## config.mk

```make
export PLATFORM = sky130hd
export DESIGN_NAME = prog_delay_line
export DESIGN_NICKNAME = d
export VERILOG_FILES = /design/src/rtl/prog_delay_line.sv
export SDC_FILE = /design/constraint.sdc
export NUM_CORES = 1
export LEC_CHECK = 0
export BUFFER_PORTS_ARGS = -buffer_cell sky130_fd_sc_hd__buf_2
export CAP_MARGIN = 20
export CORE_MARGIN = 2
export CORE_UTILIZATION = 60
export CTS_BUF_LIST = sky130_fd_sc_hd__clkbuf_8 sky130_fd_sc_hd__clkbuf_16
export CTS_CLUSTER_SIZE = 12
export DETAILED_ROUTE_END_ITERATION = 10
export GPL_TIMING_DRIVEN = 0
export PLACE_DENSITY = 0.82
export SYNTH_ARGS = -nofsm -noshare
export SYNTH_HDL_FRONTEND = slang
export SYNTH_SLANG_ARGS = --single-unit
```

## constraint.sdc

```tcl
create_clock -name clk -period 3 [get_ports clk]
set_input_delay 0.45 -clock clk [delete_from_list [all_inputs] [get_ports clk]]
set_output_delay 0.45 -clock clk [all_outputs]
set_load 0.1 [all_outputs]
```

## src/rtl/prog_delay_line.sv

```systemverilog
`default_nettype none
// ============================================================================
//  Module   : prog_delay_line
//  Purpose  : Programmable delay line. Every accepted sample re-appears on
//             the output exactly cur_delay cycles after it was presented.
//             Changing the delay while samples are in flight first drains the
//             line at the old delay, then switches to the new one.
//  Revision : 1.0 - initial release
// ----------------------------------------------------------------------------
//  Ports
//    clk        in   1      rising-edge clock
//    rst_n      in   1      asynchronous active-low reset
//    in_valid   in   1      in_data carries a sample this cycle
//    in_data    in   WIDTH  input sample
//    in_ready   out  1      a sample is accepted this cycle (RUN state)
//    cfg_load   in   1      request a delay change to cfg_delay
//    cfg_delay  in   DW     requested delay (clamped to 1..MAX_DLY)
//    out_valid  out  1      out_data carries a delayed sample
//    out_data   out  WIDTH  delayed sample, 0 when out_valid is low
//    cur_delay  out  DW     delay currently in force
//    busy       out  1      a delay change is pending (DRAIN state)
// ============================================================================
module prog_delay_line #(
  parameter int WIDTH   = 8,
  parameter int MAX_DLY = 16,
  localparam int DW     = $clog2(MAX_DLY + 1)
) (
  input  logic             clk,
  input  logic             rst_n,
  input  logic             in_valid,
  input  logic [WIDTH-1:0] in_data,
  output logic             in_ready,
  input  logic             cfg_load,
  input  logic [DW-1:0]    cfg_delay,
  output logic             out_valid,
  output logic [WIDTH-1:0] out_data,
  output logic [DW-1:0]    cur_delay,
  output logic             busy
);

  // Index width for addressing one of the MAX_DLY stages.
  localparam int IW = $clog2(MAX_DLY);

  typedef enum logic [0:0] {
    ST_RUN   = 1'b0,
    ST_DRAIN = 1'b1
  } state_e;

  state_e            state_q, state_d;
  logic [DW-1:0]     cur_q, cur_d;
  logic [DW-1:0]     pend_q, pend_d;
  logic [DW-1:0]     occ_q, occ_d;

  // Stage 0 is the output end of the line.
  logic              vld_q [MAX_DLY];
  logic              vld_d [MAX_DLY];
  logic [WIDTH-1:0]  dat_q [MAX_DLY];
  logic [WIDTH-1:0]  dat_d [MAX_DLY];

  logic              accept;
  logic [DW-1:0]     cfg_clamp;
  logic [IW-1:0]     wr_idx;

  assign in_ready = (state_q == ST_RUN);
  assign busy     = (state_q == ST_DRAIN);
  assign accept   = in_valid && in_ready;

  // A delay of d means the sample must reach stage 0 after d edges, so it
  // enters the line at stage d-1 (cur_q is never below 1).
  assign wr_idx   = IW'(cur_q - DW'(1));

  // --------------------------------------------------------------------------
  // Requested delay clamped into the legal 1..MAX_DLY window.
  // --------------------------------------------------------------------------
  always_comb begin
    cfg_clamp = cfg_delay;
    if (cfg_delay == '0) begin
      cfg_clamp = DW'(1);
    end else if (int'(cfg_delay) > MAX_DLY) begin
      cfg_clamp = DW'(MAX_DLY);
    end
  end

  // --------------------------------------------------------------------------
  // Shift line: every stage moves one step toward the output each cycle.
  // Stages at or above cur_q are always empty (the delay only changes when
  // the line is empty), so overwriting stage wr_idx never loses a sample.
  // Data of an empty stage is kept at zero so out_data is zero whenever
  // out_valid is low.
  // --------------------------------------------------------------------------
  always_comb begin
    for (int i = 0; i < MAX_DLY - 1; i++) begin
      vld_d[i] = vld_q[i+1];
      dat_d[i] = dat_q[i+1];
    end
    vld_d[MAX_DLY-1] = 1'b0;
    dat_d[MAX_DLY-1] = '0;
    if (accept) begin
      vld_d[wr_idx] = 1'b1;
      dat_d[wr_idx] = in_data;
    end
  end

  // --------------------------------------------------------------------------
  // Occupancy: +1 on accept, -1 when a sample leaves, both together net 0.
  // --------------------------------------------------------------------------
  always_comb begin
    occ_d = occ_q;
    if (accept && !vld_q[0]) begin
      occ_d = occ_q + DW'(1);
    end else if (!accept && vld_q[0]) begin
      occ_d = occ_q - DW'(1);
    end
  end

  // --------------------------------------------------------------------------
  // RUN / DRAIN control.
  // A sample accepted in the same cycle as cfg_load is already in flight, so
  // it forces a drain even when the line was empty before this edge.
  // Drain finishes on the edge that removes the last sample, so the new delay
  // is visible in the cycle right after the last sample was presented.
  // --------------------------------------------------------------------------
  always_comb begin
    state_d = state_q;
    cur_d   = cur_q;
    pend_d  = pend_q;
    case (state_q)
      ST_RUN: begin
        if (cfg_load) begin
          if ((occ_q == '0) && !accept) begin
            cur_d = cfg_clamp;
          end else begin
            pend_d  = cfg_clamp;
            state_d = ST_DRAIN;
          end
        end
      end
      ST_DRAIN: begin
        // cfg_load is ignored here: the first pending value wins.
        if (occ_d == '0) begin
          cur_d   = pend_q;
          state_d = ST_RUN;
        end
      end
      default: begin
        state_d = ST_RUN;
      end
    endcase
  end

  // --------------------------------------------------------------------------
  // State registers.
  // --------------------------------------------------------------------------
  always_ff @(posedge clk or negedge rst_n) begin
    if (!rst_n) begin
      state_q <= ST_RUN;
      cur_q   <= DW'(MAX_DLY);
      pend_q  <= DW'(MAX_DLY);
      occ_q   <= '0;
      for (int i = 0; i < MAX_DLY; i++) begin
        vld_q[i] <= 1'b0;
        dat_q[i] <= '0;
      end
    end else begin
      state_q <= state_d;
      cur_q   <= cur_d;
      pend_q  <= pend_d;
      occ_q   <= occ_d;
      for (int i = 0; i < MAX_DLY; i++) begin
        vld_q[i] <= vld_d[i];
        dat_q[i] <= dat_d[i];
      end
    end
  end

  assign out_valid = vld_q[0];
  assign out_data  = vld_q[0] ? dat_q[0] : '0;
  assign cur_delay = cur_q;

endmodule
`default_nettype wire

```

# Yosys cells after proc, flatten, opt, wreduce, memory -nomap -nowiden
# Index checks and enable logic that the tools add are counted.
totals:
  reg_bits: 160
  in_bits: 17
op_classes:
  n_addsub: 3
  magnitude_cmp: 3
  eq_ne: 3
  n_mux: 20
  bitwise_logic: 4
  reduce_logical: 12
op_table:
  columns: ["cell", "n"]
  rows:
  - ["$bwmux 128", 1]
  - ["$mux 128", 1]
  - ["$mux 5", 7]
  - ["$demux 8 s4", 1]
  - ["$mux 16", 1]
  - ["$mux 8", 2]
  - ["$or 16x16->16", 1]
  - ["$logic_not 5->1", 3]
  - ["$pmux 5 s2", 1]
  - ["$ne 2x1->1 const B", 3]
  - ["$reduce_and 3->1", 2]
  - ["$add 5x1->5 const B", 1]
  - ["$ge 5x5->1 const B", 1]
  - ["$gt 5x5->1 const B", 1]
  - ["$logic_and 1x1->1", 5]
  - ["$lt 5x1->1 const B", 1]
  - ["$not 4->5", 1]
  - ["$sub 5x1->5 const B", 1]
  - ["$demux 1 s4", 1]
  - ["$mux 1", 4]
  - ["$sub 4x1->4 const B", 1]
  - ["$logic_not 1->1", 2]
  - ["$not 1->1", 2]
  - ["$pmux 1 s2", 1]

# Depth between registers and ports, before layout
depth:
  ltp_word: 9
  mapped_depth: 10
  depth_no_buf: 8

# Worst setup path before layout
# No wires, ideal clock.
synth_path:
  kind: "register to output"
  startpoint: "reg vld_q, in the netlist out_valid"
  endpoint: "out out_data[0]"
  arrival_ns: 2.263
  required_time_ns: 2.550
  setup_slack_ns: 0.287
  path_stages_with_launch: 4
  path_buffers: 2
  path_cell_list: "dfrtp_1 -> buf_2 -> clkbuf_1 -> and2_1"
synth_between:
  elab_chain_cells: 1
synth_rtl:
  columns: ["item", "line_no", "text"]
  rows:
  - ["from (decl)", "55", "logic vld_q [MAX_DLY];"]
  - ["from (signal, indexed assignment)", "170", "vld_q[i] <= vld_d[i];"]
  - ["$mux 8", "177", "assign out_data = vld_q[0] ? dat_q[0] : '0;"]
  - ["to (decl)", "36", "output logic [WIDTH-1:0] out_data,"]
# No other way between the ends.

# Worst setup path in the final report
layout_path:
  startpoint: "reg occ_q[0]"
  endpoint: "reg cur_q[2], in the netlist cur_delay[2]"
layout_between:
  elab_chain_cells: 6
layout_rtl:
  columns: ["item", "line_no", "text"]
  rows:
  - ["from (decl)", "52", "logic [DW-1:0] occ_q, occ_d;"]
  - ["from (signal assigned)", "159", "occ_q <= '0;"]
  - ["from (signal assigned)", "168", "occ_q <= occ_d;"]
  - ["$sub 5x1->5", "112", "occ_d = occ_q - DW'(1);"]
  - ["$mux 5", "111", "end else if (!accept && vld_q[0]) begin"]
  - ["$mux 5", "109", "if (accept && !vld_q[0]) begin"]
  - ["$logic_not 5->1", "140", "if (occ_d == '0) begin"]
  - ["$ne 2x1->1 (no line)", null, null]
  - ["$reduce_and 3->1 (no line) (*)", null, null]
  - ["to (signal assigned)", "157", "cur_q <= DW'(MAX_DLY);"]
  - ["to (signal assigned)", "166", "cur_q <= cur_d;"]
  - ["to (decl)", "50", "logic [DW-1:0] cur_q, cur_d;"]
# Every way passes the cells marked *; elsewhere a longest branch is shown, timed or not.
# A chain may end at the register's enable or synchronous reset.

==> results.py <==
metrics = {
    "global_routing": {
        "grt_usage_pct": 22.90,
        "antenna_found_initial": 0,
        "overflow": 0,
        "grt_pass1_wl_mm": 19.82,
        "grt_max_degree": 97,
        "grt_pass1_vias": 3870,
    },
    "final_layout": {
        "area_growth_pct": 15.39,
        "antenna_cells": 0,
        "fin_nets": 532,
        "n_fill_cell": 674,
        "drive_gt1_share_pct": 39.05,
        "final_util_pct": 71.53,
    },
    "floorplan": {
        "fp.dieH_um": 107.3,
        "ios": 33,
        "dieArea_mm2": 0.01151,
        "initial_core_util_pct": 61.99,
        "die_w_um": 107.3,
        "num_rows": 37,
        "core_area_mm2": 0.01032,
    },
    "pwr": {
        "irDropWorstVdd_uv": 399.3,
        "power.density_mw_per_mm2": 883.4,
        "leakagePower_nw": 3.774,
    },
    "logic_synthesis": {
        "synth_edf_count": 0,
        "synth_cells": 457,
        "ys_types": 40,
        "syn_nets": 477,
        "ys_ff_latch": 160,
        "synth-seq-area-share_pct": 62.60,
        "synth_async_sr_flop_share_pct": 100.0,
        "synthFlopType": "dfrtp_1",
        "ys_warn_count": 0,
        "syn-mean-instance-area_um2": 14.00,
        "netlist_area_mm2": 0.006400,
    },
    "clock_tree": {
        "cts.clk_slew.worst_paths_ns": 0.06,
        "clk_path_buf_depth": 2,
        "clock_latency_ns": 0.53,
        "cts_buffers": 17,
        "post_cts_buffers": 0,
        "cts-root-buf": "clkbuf_8",
        "htreeDepth": 4,
        "cts_tree": "built",
        "cts_hold_buf": 1,
        "cts_sinks": 160,
        "cts_resized": 0,
    },
    "drt": {
        "wl_per_cell_um": 17.95,
        "drt_first_pass_iters": 4,
        "routed_wl_mm": 11.86,
        "ant_nets": 0,
        "drc": 0,
        "first_iter_violations": 203,
        "num_vias": 3713,
        "drt-vias-per-instance": 5.617,
    },
    "setup_path": {
        "cp_slowest_stage_delay_ns": 0.51,
        "crit_buf_inv": 3,
        "critPathMaxFanout": 10,
        "crit_arrival_ns": 2.94,
        "ff2ff_setup_slack_ns": 0.52,
        "critical-path-top-delay-family": "simple AND/OR/NAND/NOR gates",
        "cp_data_required_time_ns": 3.46,
        "criticalPathCategory": "register to register",
        "end_kind": "register",
        "crit_path_start_kind": "register",
        "worstPathCellList": "clkbuf_1 > inv_1 > ha_1 > nor3b_1 > a311oi_1 > a21oi_1 > o211ai_2 > buf_6 > or4_1 > nand3_1",
        "cpMaxStageDelayCell": "or4_1",
    },
    "sta": {
        "slew_viol_final": 0,
        "worst_pin_slew_ns": 0.7197,
        "fin_ws_ns": 0.5166,
        "hold_viol": 0,
        "finClkSkew_ns": 0.01229,
        "fmax_ghz": 0.4027,
        "fin_crit_sh_pct": 82.78,
        "rsz0062_at_grt": "false",
        "fin_setup_tns_ns": 0,
        "max_slew_margin_pct": 52.02,
        "finalSetupViolCount": 0,
        "min_period_ns": 2.483,
    },
    "status": {
        "outcome": "complete, no violations",
    },
    "placed_design": {
        "dp.final_hpwl_mm": 7.059,
        "port_buffers": 32,
        "routabilityCongestion": 0.8447,
        "dp_slack_ns": 0.5135,
    },
    "job": {
        "cap_violations": 0,
    },
    "worst_hold_path": {
        "worst_hold_path_type": "input pin to register",
    },
}
-- path summary, 6_finish.rpt --
check / startpoint / endpoint / cells after the start
max in group asynchronous: rst_n / dat_q[88]$_DFF_PN0_ / 3
worst min-delay path: cfg_delay[4] / pend_q[0]$_DFFE_PN0P_ / 2
worst max register to register: occ_q[0]$_DFF_PN0_ / cur_delay[2]$_DFFE_PN0P_ / 10
worst max-delay path: occ_q[0]$_DFF_PN0_ / cur_delay[2]$_DFFE_PN0P_ / 10
worst min register to register: vld_q[5]$_DFF_PN0_ / vld_q[6]$_DFF_PN0_ / 1
min in group asynchronous: rst_n / vld_q[2]$_DFF_PN0_ / 2
-- state kept, by name (all words and copies together) (netlist names) --
name,cells
pend_q,5
occ_q,5
dat_q,128
cur_delay,5
busy,1
vld_q,15
out_valid,1
-- where the power goes --
group | switching [mW] | internal [mW] | leakage, nW
Combinational | 0.955 | 0.606 | 1.31
Sequential | 0.202 | 2.65 | 2.17
Clock | 0.823 | 1.29 | 0.292
-- layout make-up --
cell class | count | area [um2] | area share, %
inverter | 4 | 15.01 | 0.2033
clock buffer | 22 | 483.0 | 6.540
sequential | 160 | 4006 | 54.25
tap | 136 | 170.2 | 2.304
timing repair buffer | 36 | 222.7 | 3.016
clock inverter | 10 | 108.9 | 1.474
buffer | 26 | 117.6 | 1.593
multi-input combinational | 267 | 2261 | 30.62
-- cells by family (layout without fill, tap and decap cells) --
| group | after synthesis | after routing | share of synthesized area [%] |
|---|---|---|---|
| flops | 160 | 160 | 62.60 |
| simple gates | 112 | 112 | 9.795 |
| buf+inv | 30 | 98 | 2.072 |
| fa+ha+maj | 3 | 3 | 0.5866 |
| compound gates | 26 | 26 | 2.952 |
| xor+xnor | 4 | 4 | 0.5474 |
| mux | 122 | 122 | 21.45 |
-- metrics by stage --
step           total power [mW]  cells  cell area [um2]  hold slack, ns
2_1_floorplan             4.050    457             6400          0.1544
3_3_place_gp              4.302    625             6730          0.4112
3_5_place_dp              4.406    627             6771          0.4202
4_1_cts                   6.550    660             7373          0.1779
5_1_grt                   6.844    661             7385          0.2097
6_report                  6.524    661             7385          0.2132
-- layer usage --
layer	GRT usage, %	vias to the layer above	part of all wire, %
met1	30.87	1915	44
met2	36.26	78	51
met3	5.085	19	3.3
met5	0	-	0
li1	-	1701	-
met4	9.740	0	1.9
-- cell usage after synthesis, types with 5 or more instances --
master | count | area, um2
o21ai_0 | 5 | 25.02
or2_2 | 6 | 37.54
mux2_2 | 121 | 1363
nand3_1 | 6 | 30.03
nor3_1 | 8 | 40.04
dfrtp_1 | 158 | 3954
a221oi_1 | 5 | 43.79
nand2_1 | 29 | 108.9
nand2b_1 | 13 | 81.33
and2_1 | 14 | 87.58
and3_1 | 10 | 62.56
nor2b_1 | 5 | 31.28
nor2_1 | 6 | 22.52
clkbuf_1 | 20 | 75.07
-- cells in the final DEF, fill, tap and decap left out, types with 8 or more instances in the layout --
master	count
and2_1	14
and3_1	10
buf_2	35
clkbuf_1	20
clkbuf_16	16
dfrtp_1	158
mux2_2	121
nand2_1	29
nand2b_1	13
nor3_1	8
Power figures use the tool's default switching activity.
